[config.mk]
export PLATFORM = sky130hd
export DESIGN_NAME = dc_pwm_drv
export DESIGN_NICKNAME = d
export VERILOG_FILES = /design/src/rtl/dc_pwm_drv.sv
export SDC_FILE = /design/constraint.sdc
export NUM_CORES = 1
export LEC_CHECK = 0
export BUFFER_PORTS_ARGS = -buffer_cell sky130_fd_sc_hd__buf_2
export CAP_MARGIN = 15
export CORE_MARGIN = 1.5
export CORE_UTILIZATION = 60
export CTS_CLUSTER_SIZE = 16
export DETAILED_ROUTE_END_ITERATION = 7
export PLACE_DENSITY = 0.79
export SLEW_MARGIN = 20
export SYNTH_ARGS = -nofsm -noshare
export SYNTH_HDL_FRONTEND = slang
export SYNTH_SLANG_ARGS = --single-unit
[constraint.sdc]
create_clock -name clk -period 4.2 [get_ports clk]
set_clock_uncertainty 0.05 [all_clocks]
set_input_delay 0.42 -clock clk [delete_from_list [all_inputs] [get_ports clk]]
set_output_delay 0.42 -clock clk [all_outputs]
set_load 0.05 [all_outputs]
[src/rtl/dc_pwm_drv.sv]
// rtl/dc_pwm_drv.sv - edge-aligned H-bridge PWM driver with boundary-latched duty/direction and reversal dead time
module dc_pwm_drv #(
    parameter int CLK_FRE   = 50,
    parameter int PWM_FRE   = 20_000,
    parameter int DEAD_CLKS = 5000
) (
    input  logic       clk,
    input  logic       rst,
    input  logic [7:0] dc_duty,
    input  logic       dc_dir,
    input  logic       dc_en,
    output logic       pwm_a,
    output logic       pwm_b,
    output logic       period_start,
    output logic       dead_busy
);

    localparam int PERIOD = CLK_FRE * 1_000_000 / PWM_FRE;
    localparam int STEP   = PERIOD / 100;
    localparam int CW     = $clog2(PERIOD + 1);
    localparam int DW     = $clog2(DEAD_CLKS + 1);

    localparam logic [CW-1:0] CNT_LAST  = CW'(PERIOD - 1);
    localparam logic [DW-1:0] DEAD_LAST = DW'(DEAD_CLKS - 1);

    typedef enum logic [1:0] {
        S_IDLE,
        S_RUN,
        S_DEAD
    } state_t;

    state_t        state;
    logic [CW-1:0] cnt;
    logic [DW-1:0] dead_cnt;
    logic [6:0]    duty_q;
    logic          dir_q;
    logic [11:0]   th;
    logic [6:0]    duty_clamp;
    logic          on;

    always_comb begin
        duty_clamp = (dc_duty > 8'd100) ? 7'd100 : dc_duty[6:0];
    end

    // Threshold follows the latched duty, so it only moves at a load.
    always_comb begin
        th = 12'(duty_q) * 12'(STEP);
        on = (32'(cnt) < 32'(th));
    end

    always_ff @(posedge clk) begin
        if (rst) begin
            state        <= S_IDLE;
            cnt          <= '0;
            dead_cnt     <= '0;
            duty_q       <= '0;
            dir_q        <= 1'b0;
            pwm_a        <= 1'b0;
            pwm_b        <= 1'b0;
            period_start <= 1'b0;
            dead_busy    <= 1'b0;
        end else begin
            // Outputs reflect the state/count of the previous cycle; dir_q is a
            // single bit, so at most one leg can ever be driven.
            pwm_a        <= (state == S_RUN) && on && !dir_q;
            pwm_b        <= (state == S_RUN) && on && dir_q;
            period_start <= (state == S_RUN) && (cnt == '0);
            dead_busy    <= (state == S_DEAD);

            if (!dc_en) begin
                state    <= S_IDLE;
                cnt      <= '0;
                dead_cnt <= '0;
            end else begin
                case (state)
                    S_IDLE: begin
                        state  <= S_RUN;
                        cnt    <= '0;
                        duty_q <= duty_clamp;
                        dir_q  <= dc_dir;
                    end
                    S_RUN: begin
                        if (cnt == CNT_LAST) begin
                            cnt <= '0;
                            if (dc_dir == dir_q) begin
                                duty_q <= duty_clamp;
                                dir_q  <= dc_dir;
                            end else begin
                                state    <= S_DEAD;
                                dead_cnt <= '0;
                            end
                        end else begin
                            cnt <= cnt + 1'b1;
                        end
                    end
                    S_DEAD: begin
                        if (dead_cnt == DEAD_LAST) begin
                            state  <= S_RUN;
                            cnt    <= '0;
                            duty_q <= duty_clamp;
                            dir_q  <= dc_dir;
                        end else begin
                            dead_cnt <= dead_cnt + 1'b1;
                        end
                    end
                    default: begin
                        state <= S_IDLE;
                        cnt   <= '0;
                    end
                endcase
            end
        end
    end

endmodule
# After elaboration in Yosys (flattened, before gate mapping)

Cells that the tools add are included.

Flip-flop bits (word level): 39
Bits in latches: 0
Bits in writable memories: 0
Memory bits (read-only): 0
Bits of input ports: 12
Output and inout port bits: 4
Logic and storage cells: 58
Memories kept: 0

Add/subtract/negate cells: 2
Multiply operators: 1
Div/mod/pow operators: 0
Magnitude comparators: 2
Equality and inequality tests: 10
Shift operators: 0
Mux-type cells: 20
Bitwise operators: 1
Reduce and logical (&&, ||, !) cells: 13

Operator list:

| operator                                                       | number |
|---|---|
| two-way mux 13 bit                                             | 3 |
| two-way mux 7 bit                                              | 4 |
| case mux 13 bit (2 select lines)                               | 1 |
| two-way mux 12 bit                                             | 2 |
| case mux 12 bit (2 select lines)                               | 1 |
| case mux 7 bit (3 select lines)                                | 1 |
| adder 13 x 1 -> 13 bit (second input constant)                 | 1 |
| == test 13 bit (second input constant)                         | 1 |
| adder 12 x 1 -> 12 bit (second input constant)                 | 1 |
| == test 12 bit (second input constant)                         | 1 |
| logical NOT 12 bit                                             | 1 |
| less-than comparator 12 bit                                    | 1 |
| multiplier 7 x 5 -> 12 bit (second input constant)             | 1 |
| greater-than comparator 8 x 7 -> 1 bit (second input constant) | 1 |
| two-way mux 2 bit                                              | 3 |
| != test 2 x 1 -> 1 bit (second input constant)                 | 3 |
| case mux 2 bit (3 select lines)                                | 1 |
| AND reduction 5 bit                                            | 1 |
| logical AND 1 bit                                              | 4 |
| != test 2 bit (second input constant)                          | 2 |
| AND reduction 4 bit                                            | 1 |
| two-way mux 1 bit                                              | 3 |
| case mux 1 bit (3 select lines)                                | 1 |
| AND reduction 3 bit                                            | 1 |
| other kinds (9)                                                | 9 |

# Longest topological paths before layout

Depth in word-level cells: 5
Gate-level depth with buffers: 15
Mapped depth without buffers: 15

# Least setup slack after synthesis

OpenSTA, ideal clock, no wires.

Path type: flip-flop to flip-flop
From: register duty_q[2]
To: register pwm_b
Arrival: 3557 ps
Data required time: 4070 ps
Path slack: 513 ps
Cell stages (with the launch flop): 15
Path buffers: 0
Cell sequence: dfxtp_1 > ha_1 > ha_1 > fa_1 > ha_1 > nor2b_1 > o21ai_0 > nand2b_1 > a211o_1 > o311a_1 > ha_1 > a21o_1 > a2111oi_0 > o41ai_1 > nor3b_1

Longest elaborated chain between the ends: 4

Ends and longest elaborated chain:

| item                            | line | text |
|---|---|---|
| from (decl)                     | 35   | `logic [6:0] duty_q;` |
| from (signal assigned)          | 79   | `duty_q <= duty_clamp;` |
| from (signal assigned)          | 86   | `duty_q <= duty_clamp;` |
| from (signal assigned)          | 100  | `duty_q <= duty_clamp;` |
| multiplier 7 x 5 -> 12 bit      | 47   | `th = 12'(duty_q) * 12'(STEP);` |
| less-than comparator 12 bit     | 48   | `on = (32'(cnt) < 32'(th));` |
| logical AND 1 bit (2 in series) | 66   | `pwm_b <= (state == S_RUN) && on && dir_q;` |
| to (signal assigned)            | 66   |  |
| to (decl)                       | 13   | `output logic pwm_b,` |

Every way passes these cells.
A chain may end at the register's enable or synchronous reset.

# Worst setup path in the final report

Ends and elaborated chain as after synthesis.

==> impl_metrics.csv <==
group,metric,value,unit
clocking,insertion_delay,0.30,ns
layout,antenna_cells,0,
worst_setup_path,r2r_start,"duty_q[2]",
synth,synthArstFlopShare,0,%
power,power_internal,550,uW
place,buffer_ports.inserted,15,
clocking,tritoncts_clock_tree,"built",
layout,synthToLayoutAreaGrowth,7.67,%
synth,ys.flop_type,"sky130_fd_sc_hd__dfxtp_1",
routing,dr.first_iter.drc_count,122,
synth,synth_cell_type_count,56,
power,power_leakage,0.00121,uW
worst_setup_path,crit_required,4.37,ns
status,run_status,"complete, no violations",
sta,timing_hold_violations_final,0,
global_route,grt_first_pass_wirelength,10700,um
routing,route.detailed.drc,0,
worst_setup_path,worst-endpoint-arrival,4.12,ns
worst_hold_path,holdCritStartpoint,"dc_duty[0]",
power,irDropWorstVdd,0.237,mV
synth,synth.ff_latch_count,39,
sta,slew_headroom,34.6,%
synth,syn_area_per_cell,8.66,um2
synth,synth.yosys.seq_area_share,27.8,%
routing,routed-wl-met3,256,um
sta,period_share,94.1,%
synth,synth.net_count,377,
routing,routed_wire_length_per_instance,15.7,um
clocking,clk_root_buffer_cell,"sky130_fd_sc_hd__clkbuf_8",
global_route,grt_start_max_net_pins,25,
place,dpl.hpwl,4630,um
sta,fin_setup_tns,0,ns
routing,finalWirelength,6110,um
worst_setup_path,path_max_fanout,4,
synth,synth.cell_area,2810,um2
worst_setup_path,worstSetupPathType,"reg -> reg",
routing,drt_pre_antenna_iters,4,
clocking,clock_path_buffers,2,
worst_setup_path,worst_setup_path_end_kind,"flip-flop",
clocking,clkSinkCount,39,
die,initial_core_util,63.5,%
sta,grt_setup_unrepaired,"false",
place,place_congestion,0.824,
routing,dr_total_vias,2493,
sta,max_clock_freq,0.253,GHz
routing,vias_per_cell,6.39,
power,powerDensity,257,nW/um2
worst_hold_path,min_path_type,"in -> reg",
die,core_area,4410,um2
worst_setup_path,crit_path_start_kind,"flip-flop",
global_route,first_global_vias,2393,
power,p_comb_share,17.9,%
global_route,grt_antenna_before_repair,0,
die,top_level_ports,16,
clocking,cts.reportedPaths.clkPinSlew,0.08,ns
global_route,grt_remaining_overflow,0,
routing,met2RoutedLength,2870,um
power,switchingPower,226,uW
layout,final_nets,390,
die,die_height,71.4,um
sta,finalWorstPathRequiredPeriod,3.95,ns
worst_setup_path,startpoint,"duty_q[2]",
clocking,h-tree-depth,2,
clocking,postCtsSetupBuffers,0,
power,power_total,776,uW
sta,setup_violations,0,
power,sequentialPowerShare,49.7,%
die,std_cell_rows,24,
synth,ys_warn_count,0,
synth,netlist_instances,324,
clocking,cts_inserted_buffers,5,
sta,slew_viols_final,0,
die,chipWidth,71.4,um
power,switching_share,29.2,%
global_route,gr-usage-all-layers,25.9,%
job,timing.max_cap.violations,0,
power,clock_power_share,32.3,%
routing,drtAntennaViolNets,0,
synth,synth_edf_count,0,
layout,drive_gt1_share,12.7,%
sta,worst-slew-pin-transition,0.981,ns
routing,dr.max_layer_used,"met4",
die,fp.dieArea,5090,um2
routing,met1_length,2900,um
cell usage after synthesis, drive strengths merged (2+ instances only):
library cell	count	area (um2)
o311a	3	30.0
o21ai	13	72.6
or3	2	12.5
xor2	6	52.6
o41a	2	22.5
nor3	8	40.0
nand2b	10	62.6
fa	2	40.0
a41oi	4	35.0
o21a	3	30.0
or4	3	30.0
a21oi	30	150
clkbuf	8	30.0
nand4	2	12.5
and3	4	25.0
mux2i	4	40.0
dfxtp	39	781
a31oi	4	40.0
o41ai	4	53.8
nand2	28	105
a311oi	13	120
nor2b	7	43.8
nor2	24	106
nor4	4	40.0
or2	4	25.0
ha	39	488
o31ai	2	15.0
buf	2	10.0
o211ai	4	30.0
nand3	14	70.1
inv	16	60.1
through the flow:
stage | hold slack (ns) | setup slack [ns] | std cells | utilization [%] | cell area (um2)
floorplan | 0.372 | 0.513 | 324 | - | 2810
global route | 0.332 | 0.0558 | 390 | 68.4 | 3020
CTS | 0.317 | 0.233 | 390 | 67.9 | 3000
finish | 0.314 | 0.247 | 390 | 68.4 | 3020
global placement | 0.394 | 0.371 | 382 | 66.0 | 2910
detailed placement | 0.399 | 0.275 | 382 | 66.0 | 2910
cell families after synthesis:
group	after synthesis	synth area share, %
buffers and inverters	26	3.57
muxes	4	1.43
AOI/OAI and AO/OA	92	24.3
and+or+nand+nor	115	21.9
DFF	39	27.8
adders and majority gates	41	18.8
xor gates and xnor gates	7	2.19
cell type report:
class / count / area (um2)
clock buffer: 6 / 72.6
clock inverter: 2 / 12.5
tap: 52 / 65.1
sequential: 39 / 782
inverter: 16 / 60.1
multi-input combinational: 259 / 1950
fill: 355 / 1390
timing repair buffer: 16 / 82.6
final timing paths:
check / endpoint / slack (ns) / cells after the start
worst min register to register: dead_cnt[12] / 0.41 / 1
worst min-delay path: duty_q[0] / 0.31 / 3
worst max register to register: pwm_b / 0.25 / 14
worst max-delay path: pwm_b / 0.25 / 14
critical path, stage by stage, from the launching register on:
cell and delay (ns):
sky130_fd_sc_hd__dfxtp_1 0.35, sky130_fd_sc_hd__ha_1 0.31, sky130_fd_sc_hd__ha_1 0.31, sky130_fd_sc_hd__fa_1 0.46
sky130_fd_sc_hd__ha_1 0.34, sky130_fd_sc_hd__nor2b_1 0.14, sky130_fd_sc_hd__o21ai_0 0.14, sky130_fd_sc_hd__nand2b_1 0.12
sky130_fd_sc_hd__a211o_1 0.30, sky130_fd_sc_hd__o311a_1 0.13, sky130_fd_sc_hd__ha_1 0.30, sky130_fd_sc_hd__a21o_1 0.18
sky130_fd_sc_hd__a2111oi_2 0.38, sky130_fd_sc_hd__o41ai_2 0.16, sky130_fd_sc_hd__nor3b_2 0.20
routing by layer:
metal | GRT usage (%) | vias to the layer above
met3 | 4.78 | 10
met4 | 6.29 | 0
met1 | 34.7 | 1176
li1 | - | 1246
met2 | 43.3 | 61
met5 | 0 | -
repair_timing:
item	in CTS	in global routing
resized for setup	0	5
hold buffers	0	0
endpoints found under the setup margin	0	1
power by group through the flow:
stage | logic [uW] | registers, uW | clock network [uW]
floorplan | 100 | 395 | 0
global placement | 132 | 394 | 0
finish | 139 | 386 | 251
detailed placement | 135 | 395 | 0
CTS | 136 | 386 | 254
global route | 160 | 387 | 271
cell usage in the layout, fill, tap and decap left out, drive strengths merged, types with 8 or more instances in the layout:
cell type	n
ha	39
dfxtp	39
a21oi	30
nand2	28
nor2	24
inv	16
buf	16
nand3	14
a311oi	13
o21ai	13
nand2b	10
nor3	8
state kept, by name (all words and copies together), names as in the netlist:
signal,count
dir_q,1
pwm_a,1
dead_busy,1
dead_cnt,13
duty_q,7
cnt,12
period_start,1
state,2
pwm_b,1
Power figures use the tool's default switching activity.
